--- src/rtl/dcache_ctrl_if.sv ---
// rtl/dcache_ctrl_if.sv - processor, cache-array and memory signals of the data-cache controller
interface dcache_ctrl_if #(
    parameter int IDX_W = 4,
    parameter int BLK_W = 64
);
    localparam int TAG_W = 29 - IDX_W;

    logic             proc_req_valid;
    logic             proc_req_we;
    logic [31:0]      proc_req_addr;
    logic [BLK_W-1:0] proc_req_data;
    logic             proc_req_ready;
    logic             proc_resp_valid;
    logic [BLK_W-1:0] proc_resp_data;

    logic             cm_read_enable;
    logic             cm_write_enable;
    logic [TAG_W-1:0] cm_tag;
    logic [IDX_W-1:0] cm_index;
    logic [BLK_W-1:0] cm_wr_data;
    logic             cm_fill_enable;
    logic [BLK_W-1:0] cm_fill_data;
    logic             cm_fill_dirty;
    logic [BLK_W-1:0] cm_data_out;
    logic             cm_miss;
    logic             cm_dirty;
    logic [TAG_W-1:0] cm_dirty_tag;
    logic [IDX_W-1:0] cm_dirty_index;

    logic [1:0]       mem_command;
    logic [31:0]      mem_addr;
    logic [BLK_W-1:0] mem_wr_data;
    logic [3:0]       mem_response;
    logic [BLK_W-1:0] mem_data;
    logic [3:0]       mem_tag;

    modport master (
        input  proc_req_valid, proc_req_we, proc_req_addr, proc_req_data,
        output proc_req_ready, proc_resp_valid, proc_resp_data,
        output cm_read_enable, cm_write_enable, cm_tag, cm_index, cm_wr_data,
        output cm_fill_enable, cm_fill_data, cm_fill_dirty,
        input  cm_data_out, cm_miss, cm_dirty, cm_dirty_tag, cm_dirty_index,
        output mem_command, mem_addr, mem_wr_data,
        input  mem_response, mem_data, mem_tag
    );

    modport slave (
        output proc_req_valid, proc_req_we, proc_req_addr, proc_req_data,
        input  proc_req_ready, proc_resp_valid, proc_resp_data,
        input  cm_read_enable, cm_write_enable, cm_tag, cm_index, cm_wr_data,
        input  cm_fill_enable, cm_fill_data, cm_fill_dirty,
        output cm_data_out, cm_miss, cm_dirty, cm_dirty_tag, cm_dirty_index,
        input  mem_command, mem_addr, mem_wr_data,
        output mem_response, mem_data, mem_tag
    );
endinterface

--- src/rtl/dcache_ctrl.sv ---
// rtl/dcache_ctrl.sv - blocking data-cache controller: lookup, victim write-back, fetch, fill, respond
module dcache_ctrl #(
    parameter int IDX_W = 4,
    parameter int BLK_W = 64
) (
    input logic           clock,
    input logic           reset,
    dcache_ctrl_if.master bus
);
    localparam int TAG_W = 29 - IDX_W;
    localparam logic [1:0] CMD_NONE  = 2'd0;
    localparam logic [1:0] CMD_LOAD  = 2'd1;
    localparam logic [1:0] CMD_STORE = 2'd2;

    typedef enum logic [2:0] {
        S_IDLE, S_LOOKUP, S_WB, S_FETCH, S_WAIT, S_FILL, S_RESP
    } state_t;

    state_t           state_q, state_d;
    logic             we_q, we_d;
    logic [TAG_W-1:0] tag_q, tag_d;
    logic [IDX_W-1:0] idx_q, idx_d;
    logic [BLK_W-1:0] wdata_q, wdata_d;
    logic [31:0]      vaddr_q, vaddr_d;
    logic [BLK_W-1:0] vdata_q, vdata_d;
    logic [BLK_W-1:0] data_q, data_d;
    logic [3:0]       ptag_q, ptag_d;

    // Outputs are registered images of the next state, so every output is glitch-free.
    logic             o_ready_q, o_ready_d;
    logic             o_resp_valid_q, o_resp_valid_d;
    logic [BLK_W-1:0] o_resp_data_q, o_resp_data_d;
    logic             o_rd_en_q, o_rd_en_d;
    logic             o_wr_en_q, o_wr_en_d;
    logic [TAG_W-1:0] o_cm_tag_q, o_cm_tag_d;
    logic [IDX_W-1:0] o_cm_index_q, o_cm_index_d;
    logic [BLK_W-1:0] o_cm_wr_data_q, o_cm_wr_data_d;
    logic             o_fill_en_q, o_fill_en_d;
    logic [BLK_W-1:0] o_fill_data_q, o_fill_data_d;
    logic             o_fill_dirty_q, o_fill_dirty_d;
    logic [1:0]       o_mem_cmd_q, o_mem_cmd_d;
    logic [31:0]      o_mem_addr_q, o_mem_addr_d;
    logic [BLK_W-1:0] o_mem_wr_data_q, o_mem_wr_data_d;

    logic unused_offset;
    assign unused_offset = ^bus.proc_req_addr[2:0];

    always_comb begin
        state_d = state_q;
        we_d    = we_q;
        tag_d   = tag_q;
        idx_d   = idx_q;
        wdata_d = wdata_q;
        vaddr_d = vaddr_q;
        vdata_d = vdata_q;
        data_d  = data_q;
        ptag_d  = ptag_q;
        case (state_q)
            S_IDLE: begin
                if (bus.proc_req_valid) begin
                    we_d    = bus.proc_req_we;
                    tag_d   = bus.proc_req_addr[31:3+IDX_W];
                    idx_d   = bus.proc_req_addr[3+IDX_W-1:3];
                    wdata_d = bus.proc_req_data;
                    state_d = S_LOOKUP;
                end
            end
            S_LOOKUP: begin
                if (!bus.cm_miss) begin
                    data_d  = we_q ? '0 : bus.cm_data_out;
                    state_d = S_RESP;
                end else begin
                    data_d = '0;
                    if (bus.cm_dirty) begin
                        vaddr_d = {bus.cm_dirty_tag, bus.cm_dirty_index, 3'b000};
                        vdata_d = bus.cm_data_out;
                        state_d = S_WB;
                    end else begin
                        // A store overwrites the whole block, so nothing needs fetching.
                        state_d = we_q ? S_FILL : S_FETCH;
                    end
                end
            end
            S_WB: begin
                if (bus.mem_response != 4'd0) state_d = we_q ? S_FILL : S_FETCH;
            end
            S_FETCH: begin
                if (bus.mem_response != 4'd0) begin
                    ptag_d  = bus.mem_response;
                    state_d = S_WAIT;
                end
            end
            S_WAIT: begin
                if (bus.mem_tag != 4'd0 && bus.mem_tag == ptag_q) begin
                    data_d  = bus.mem_data;
                    state_d = S_FILL;
                end
            end
            S_FILL:  state_d = S_RESP;
            S_RESP:  state_d = S_IDLE;
            default: state_d = S_IDLE;
        endcase
    end

    always_comb begin
        o_ready_d       = 1'b0;
        o_resp_valid_d  = 1'b0;
        o_resp_data_d   = '0;
        o_rd_en_d       = 1'b0;
        o_wr_en_d       = 1'b0;
        o_cm_tag_d      = '0;
        o_cm_index_d    = '0;
        o_cm_wr_data_d  = '0;
        o_fill_en_d     = 1'b0;
        o_fill_data_d   = '0;
        o_fill_dirty_d  = 1'b0;
        o_mem_cmd_d     = CMD_NONE;
        o_mem_addr_d    = '0;
        o_mem_wr_data_d = '0;
        case (state_d)
            S_IDLE: o_ready_d = 1'b1;
            S_LOOKUP: begin
                o_cm_tag_d     = tag_d;
                o_cm_index_d   = idx_d;
                o_rd_en_d      = !we_d;
                o_wr_en_d      = we_d;
                o_cm_wr_data_d = wdata_d;
            end
            S_WB: begin
                o_mem_cmd_d     = CMD_STORE;
                o_mem_addr_d    = vaddr_d;
                o_mem_wr_data_d = vdata_d;
            end
            S_FETCH: begin
                o_mem_cmd_d  = CMD_LOAD;
                o_mem_addr_d = {tag_d, idx_d, 3'b000};
            end
            S_FILL: begin
                o_fill_en_d    = 1'b1;
                o_cm_tag_d     = tag_d;
                o_cm_index_d   = idx_d;
                o_fill_data_d  = we_d ? wdata_d : data_d;
                o_fill_dirty_d = we_d;
            end
            S_RESP: begin
                o_resp_valid_d = 1'b1;
                o_resp_data_d  = data_d;
            end
            default: ;
        endcase
    end

    always_ff @(posedge clock) begin
        if (reset) begin
            state_q         <= S_IDLE;
            we_q            <= 1'b0;
            tag_q           <= '0;
            idx_q           <= '0;
            wdata_q         <= '0;
            vaddr_q         <= '0;
            vdata_q         <= '0;
            data_q          <= '0;
            ptag_q          <= '0;
            o_ready_q       <= 1'b1;
            o_resp_valid_q  <= 1'b0;
            o_resp_data_q   <= '0;
            o_rd_en_q       <= 1'b0;
            o_wr_en_q       <= 1'b0;
            o_cm_tag_q      <= '0;
            o_cm_index_q    <= '0;
            o_cm_wr_data_q  <= '0;
            o_fill_en_q     <= 1'b0;
            o_fill_data_q   <= '0;
            o_fill_dirty_q  <= 1'b0;
            o_mem_cmd_q     <= CMD_NONE;
            o_mem_addr_q    <= '0;
            o_mem_wr_data_q <= '0;
        end else begin
            state_q         <= state_d;
            we_q            <= we_d;
            tag_q           <= tag_d;
            idx_q           <= idx_d;
            wdata_q         <= wdata_d;
            vaddr_q         <= vaddr_d;
            vdata_q         <= vdata_d;
            data_q          <= data_d;
            ptag_q          <= ptag_d;
            o_ready_q       <= o_ready_d;
            o_resp_valid_q  <= o_resp_valid_d;
            o_resp_data_q   <= o_resp_data_d;
            o_rd_en_q       <= o_rd_en_d;
            o_wr_en_q       <= o_wr_en_d;
            o_cm_tag_q      <= o_cm_tag_d;
            o_cm_index_q    <= o_cm_index_d;
            o_cm_wr_data_q  <= o_cm_wr_data_d;
            o_fill_en_q     <= o_fill_en_d;
            o_fill_data_q   <= o_fill_data_d;
            o_fill_dirty_q  <= o_fill_dirty_d;
            o_mem_cmd_q     <= o_mem_cmd_d;
            o_mem_addr_q    <= o_mem_addr_d;
            o_mem_wr_data_q <= o_mem_wr_data_d;
        end
    end

    assign bus.proc_req_ready  = o_ready_q;
    assign bus.proc_resp_valid = o_resp_valid_q;
    assign bus.proc_resp_data  = o_resp_data_q;
    assign bus.cm_read_enable  = o_rd_en_q;
    assign bus.cm_write_enable = o_wr_en_q;
    assign bus.cm_tag          = o_cm_tag_q;
    assign bus.cm_index        = o_cm_index_q;
    assign bus.cm_wr_data      = o_cm_wr_data_q;
    assign bus.cm_fill_enable  = o_fill_en_q;
    assign bus.cm_fill_data    = o_fill_data_q;
    assign bus.cm_fill_dirty   = o_fill_dirty_q;
    assign bus.mem_command     = o_mem_cmd_q;
    assign bus.mem_addr        = o_mem_addr_q;
    assign bus.mem_wr_data     = o_mem_wr_data_q;
endmodule

--- src/flat_wrapper.sv ---
// flat-port wrapper written by rule: the top's interface ports become plain ports
module dcache_ctrl_flat 
#(
    parameter int IDX_W = 4,
    parameter int BLK_W = 64
)
  (clock, reset, bus_proc_req_valid, bus_proc_req_we, bus_proc_req_addr, bus_proc_req_data, bus_proc_req_ready, bus_proc_resp_valid, bus_proc_resp_data, bus_cm_read_enable, bus_cm_write_enable, bus_cm_tag, bus_cm_index, bus_cm_wr_data, bus_cm_fill_enable, bus_cm_fill_data, bus_cm_fill_dirty, bus_cm_data_out, bus_cm_miss, bus_cm_dirty, bus_cm_dirty_tag, bus_cm_dirty_index, bus_mem_command, bus_mem_addr, bus_mem_wr_data, bus_mem_response, bus_mem_data, bus_mem_tag);
  dcache_ctrl_if #(.IDX_W(IDX_W), .BLK_W(BLK_W)) bus_i ();
  input logic clock;
  input logic reset;
  input wire logic [$bits(bus_i.proc_req_valid)-1:0] bus_proc_req_valid;
  input wire logic [$bits(bus_i.proc_req_we)-1:0] bus_proc_req_we;
  input wire logic [$bits(bus_i.proc_req_addr)-1:0] bus_proc_req_addr;
  input wire logic [$bits(bus_i.proc_req_data)-1:0] bus_proc_req_data;
  output wire logic [$bits(bus_i.proc_req_ready)-1:0] bus_proc_req_ready;
  output wire logic [$bits(bus_i.proc_resp_valid)-1:0] bus_proc_resp_valid;
  output wire logic [$bits(bus_i.proc_resp_data)-1:0] bus_proc_resp_data;
  output wire logic [$bits(bus_i.cm_read_enable)-1:0] bus_cm_read_enable;
  output wire logic [$bits(bus_i.cm_write_enable)-1:0] bus_cm_write_enable;
  output wire logic [$bits(bus_i.cm_tag)-1:0] bus_cm_tag;
  output wire logic [$bits(bus_i.cm_index)-1:0] bus_cm_index;
  output wire logic [$bits(bus_i.cm_wr_data)-1:0] bus_cm_wr_data;
  output wire logic [$bits(bus_i.cm_fill_enable)-1:0] bus_cm_fill_enable;
  output wire logic [$bits(bus_i.cm_fill_data)-1:0] bus_cm_fill_data;
  output wire logic [$bits(bus_i.cm_fill_dirty)-1:0] bus_cm_fill_dirty;
  input wire logic [$bits(bus_i.cm_data_out)-1:0] bus_cm_data_out;
  input wire logic [$bits(bus_i.cm_miss)-1:0] bus_cm_miss;
  input wire logic [$bits(bus_i.cm_dirty)-1:0] bus_cm_dirty;
  input wire logic [$bits(bus_i.cm_dirty_tag)-1:0] bus_cm_dirty_tag;
  input wire logic [$bits(bus_i.cm_dirty_index)-1:0] bus_cm_dirty_index;
  output wire logic [$bits(bus_i.mem_command)-1:0] bus_mem_command;
  output wire logic [$bits(bus_i.mem_addr)-1:0] bus_mem_addr;
  output wire logic [$bits(bus_i.mem_wr_data)-1:0] bus_mem_wr_data;
  input wire logic [$bits(bus_i.mem_response)-1:0] bus_mem_response;
  input wire logic [$bits(bus_i.mem_data)-1:0] bus_mem_data;
  input wire logic [$bits(bus_i.mem_tag)-1:0] bus_mem_tag;
  assign bus_i.proc_req_valid = bus_proc_req_valid;
  assign bus_i.proc_req_we = bus_proc_req_we;
  assign bus_i.proc_req_addr = bus_proc_req_addr;
  assign bus_i.proc_req_data = bus_proc_req_data;
  assign bus_proc_req_ready = bus_i.proc_req_ready;
  assign bus_proc_resp_valid = bus_i.proc_resp_valid;
  assign bus_proc_resp_data = bus_i.proc_resp_data;
  assign bus_cm_read_enable = bus_i.cm_read_enable;
  assign bus_cm_write_enable = bus_i.cm_write_enable;
  assign bus_cm_tag = bus_i.cm_tag;
  assign bus_cm_index = bus_i.cm_index;
  assign bus_cm_wr_data = bus_i.cm_wr_data;
  assign bus_cm_fill_enable = bus_i.cm_fill_enable;
  assign bus_cm_fill_data = bus_i.cm_fill_data;
  assign bus_cm_fill_dirty = bus_i.cm_fill_dirty;
  assign bus_i.cm_data_out = bus_cm_data_out;
  assign bus_i.cm_miss = bus_cm_miss;
  assign bus_i.cm_dirty = bus_cm_dirty;
  assign bus_i.cm_dirty_tag = bus_cm_dirty_tag;
  assign bus_i.cm_dirty_index = bus_cm_dirty_index;
  assign bus_mem_command = bus_i.mem_command;
  assign bus_mem_addr = bus_i.mem_addr;
  assign bus_mem_wr_data = bus_i.mem_wr_data;
  assign bus_i.mem_response = bus_mem_response;
  assign bus_i.mem_data = bus_mem_data;
  assign bus_i.mem_tag = bus_mem_tag;
  dcache_ctrl #(.IDX_W(IDX_W), .BLK_W(BLK_W)) u_core (.clock(clock), .reset(reset), .bus(bus_i));
endmodule
--- config.mk ---
export PLATFORM = sky130hd
export DESIGN_NAME = dcache_ctrl_flat
export DESIGN_NICKNAME = d
export VERILOG_FILES = /design/src/rtl/dcache_ctrl_if.sv /design/src/rtl/dcache_ctrl.sv /design/src/flat_wrapper.sv
export SDC_FILE = /design/constraint.sdc
export NUM_CORES = 1
export LEC_CHECK = 0
export CAP_MARGIN = 20
export CORE_AREA = 2 2 227 229
export CTS_CLUSTER_SIZE = 24
export DETAILED_ROUTE_END_ITERATION = 8
export DIE_AREA = 0 0 229 231
export MAX_ROUTING_LAYER = met4
export PLACE_DENSITY = 0.8
export SLEW_MARGIN = 20
export SYNTH_ARGS = -nofsm -noshare
export SYNTH_HDL_FRONTEND = slang
export SYNTH_SLANG_ARGS = --single-unit
--- constraint.sdc ---
create_clock -name clock -period 2.6 [get_ports clock]
set_clock_uncertainty 0.15 [all_clocks]
set_input_delay 0.52 -clock clock [delete_from_list [all_inputs] [get_ports clock]]
set_output_delay 0.52 -clock clock [all_outputs]
set_load 0.01 [all_outputs]
==> impl_metrics.csv <==
group,metric,value,unit
timing,slew_violations,0,
critical_path,regToRegSetupSlack,0.08,ns
finish,final_common_cell,"dfxtp_1",
timing,finalSetupTns,0,ns
critical_path,arrival,2.89,ns
critical_path,critPathMaxStageDelay,0.50,ns
place,dp_hpwl,47280,um
clock_network,clock_tree.root_cell,"clkbuf_16",
timing,relSlewSlack,33.59,%
critical_path,cp_slowest_cell,"or3b_2",
critical_path,setup.worst_path.end_class,"flop",
min_path,worstHoldStart,"reset",
timing,fin_crit_sh,97.11,%
route,vias,16870,
yosys,syn-mean-instance-area,10.40,sq um
clock_network,clk_pin_slew,0.06,ns
route,drtPass1Iterations,5,
timing,hold_viol_final,0,
power,peakVddDrop,0.5652,mV
timing,grt_setup_unrepaired,"no",
finish,syn_to_final_growth,46.98,%
yosys,ys_warn_count,0,
critical_path,worstPathCellList,"clkdlybuf4s50_1 -> or3b_2 -> a311oi_4 -> buf_4 -> buf_4 -> o2111ai_4 -> buf_12 -> bufbuf_16 -> nor2_1",
global_route,antenna_found_initial,4,
route,wl_met3,5783,um
place,gp_congestion,0.8751,
clock_network,cts_tree,"built",
floorplan,rows,83,
timing,setup_viol,0,
route,wl_met2,32670,um
clock_network,htreeDepth,2,
floorplan,die_x,229,um
route,drt_first_iter_violations,1177,
yosys,async_reset_ff_share,0,%
min_path,min_path_type,"in -> reg",
yosys,synth-edff-count,0,
timing,fin_ws,0.07524,ns
critical_path,r2r-start,"u_core.state_q[1]",
status,status,"complete, no violations",
global_route,grt_start_max_net_pins,148,
run,maxCapViolations,0,
yosys,ys.flop_type,"dfxtp_1",
critical_path,cp_max_fo,17,
route,via_per_inst,5.236,
clock_network,clock_latency,0.60,ns
finish,final_nets,2762,
route,drc,0,
yosys,seq_area_frac_synth,59.28,%
clock_network,postCtsHoldBufs,0,
timing,fin_crit,2.525,ns
critical_path,cpMostUsedCell,"buf_4",
power,p_leak,10.48,nW
floorplan,core,50680,sq um
critical_path,worstSetupPathType,"in -> reg",
clock_network,cts.sinks,586,
timing,fmax,396.1,MHz
floorplan,start_util,39.05,%
global_route,grt_pass1_wl,101000,um
critical_path,crit_start,"bus_cm_miss",
route,top_layer_used,"met4",
route,met1_length,26620,um
global_route,grtUsageTotal,25.37,%
route,routed_wl,67840,um
floorplan,ioPinCount,592,
place,io_buffer_count,588,
clock_network,cts_buffers,55,
global_route,overflow,0,
timing,tightest_slew,0.9858,ns
yosys,ys_types,43,
clock_network,cts_max_path_buffers,3,
yosys,synth_nets,2170,
route,antenna_left,0,
finish,drive_gt1_share,10.24,%
critical_path,critical_path_required,2.97,ns
yosys,synth_area,19790,sq um
power,pwr_density_cell,810.6,nW/um^2
critical_path,start_kind,"input pin",
floorplan,die_y,231,um
yosys,syn_inst,1903,
place,dp_worst_setup_slack,-0.7112,ns
yosys,ys_ff_latch,586,
floorplan,die_area,52900,sq um
route,wl_per_cell,21.06,um
timing,holdWs,0.07486,ns
finish,final_cell_mix,"583 x dfxtp_1, 582 x clkdlybuf4s50_1, 420 x nor2_1",
global_route,grt_pass1_vias,17330,
-- worst max-delay path, delay by kind of cell --
| kind | cells | cell delay, ns |
|---|---|---|
| simple gates | 2 | 0.61 |
| buf+inv | 5 | 1.24 |
| compound gates | 2 | 0.50 |
-- final timing paths --
path / to / cells past startpoint
max reg2reg: u_core.bus.cm_write_enable / 8
min reg2reg: u_core.vaddr_q[1] / 1
min: u_core.tag_q[4] / 2
max: u_core.bus.cm_write_enable / 9
-- synth_stat cells (5+ instances only) --
cell / instances / area share (%)
a31oi_1: 58 / 1.8
clkbuf_1: 99 / 1.9
o32ai_1: 29 / 1.3
buf_6: 8 / 0.46
a32o_1: 58 / 2.9
o21ai_0: 58 / 1.5
o21ai_1: 7 / 0.18
nor3_2: 30 / 1.5
nand2b_1: 66 / 2.1
inv_1: 5 / 0.095
nand3b_1: 64 / 2.4
nor3_1: 36 / 0.91
nor2_1: 421 / 8.0
dfxtp_1: 586 / 59
a21oi_1: 6 / 0.15
a211oi_1: 65 / 2.5
buf_1: 19 / 0.36
nand2_1: 11 / 0.21
nor2b_1: 7 / 0.22
a221oi_1: 6 / 0.27
mux2i_1: 189 / 9.6
buf_2: 42 / 1.1
-- report_power, final --
group          total (mW)  internal, mW  leakage [nW]  switching, mW
sequential           9.94          9.66          4.75          0.273
combinational        5.48          2.39          4.81           3.09
clock                8.16          4.75         0.924           3.41
-- layout make-up --
class,count,area [sq um]
clock buffer,81,1635
antenna,4,10.01
inverter,5,18.77
sequential,586,11740
tap,680,850.8
multi-input combinational,1144,7455
clock inverter,19,217.7
fill,4130,21590
timing repair buffer,703,7163
-- through the flow --
step / util, % / instance area, sq um / std cells / power, mW
after floorplan: - / 19790 / 1903 / 12.84
after global placement: 53.50 / 27110 / 3116 / 15.27
after detailed placement: 53.50 / 27110 / 3116 / 15.44
after CTS: 57.29 / 29030 / 3218 / 23.64
after global routing: 57.40 / 29090 / 3222 / 24.45
final: 57.40 / 29090 / 3222 / 23.58
-- cells by family after synthesis --
kind of cell / count (synthesis) / synth area share (%)
AOI/OAI and AO/OA: 296 / 11.00
buffers and inverters: 173 / 3.850
and+or+nand+nor: 655 / 16.13
xor gates and xnor gates: 4 / 0.1771
DFF: 586 / 59.28
muxes: 189 / 9.559
-- per-layer routing --
metal,vias to the layer above,global-route usage (%)
li1,7806,-
met1,8152,28.88
met2,740,41.56
met3,171,7.102
met4,0,11.51
met5,-,-
-- state kept, by name, indices dropped and copies added, names as in the netlist, 2 cells and up --
name / count
u_core.bus.cm_fill_data: 64
u_core.bus.cm_index: 4
u_core.bus.cm_tag: 25
u_core.bus.cm_wr_data: 64
u_core.bus.mem_addr: 32
u_core.bus.mem_command: 2
u_core.bus.mem_wr_data: 64
u_core.bus.proc_resp_data: 64
u_core.data_q: 64
u_core.idx_q: 4
u_core.ptag_q: 4
u_core.state_q: 3
u_core.tag_q: 25
u_core.vaddr_q: 32
u_core.vdata_q: 64
u_core.wdata_q: 64
-- what timing repair did --
action                     4_1_cts  5_1_grt
cloned                           1        0
hold endpoints to repair         0        0
setup endpoints to repair      105       79
pin swaps                        3        2
gates resized for setup          6        9
buffers inserted                 1        0
(Power assumes the default switching activity.)
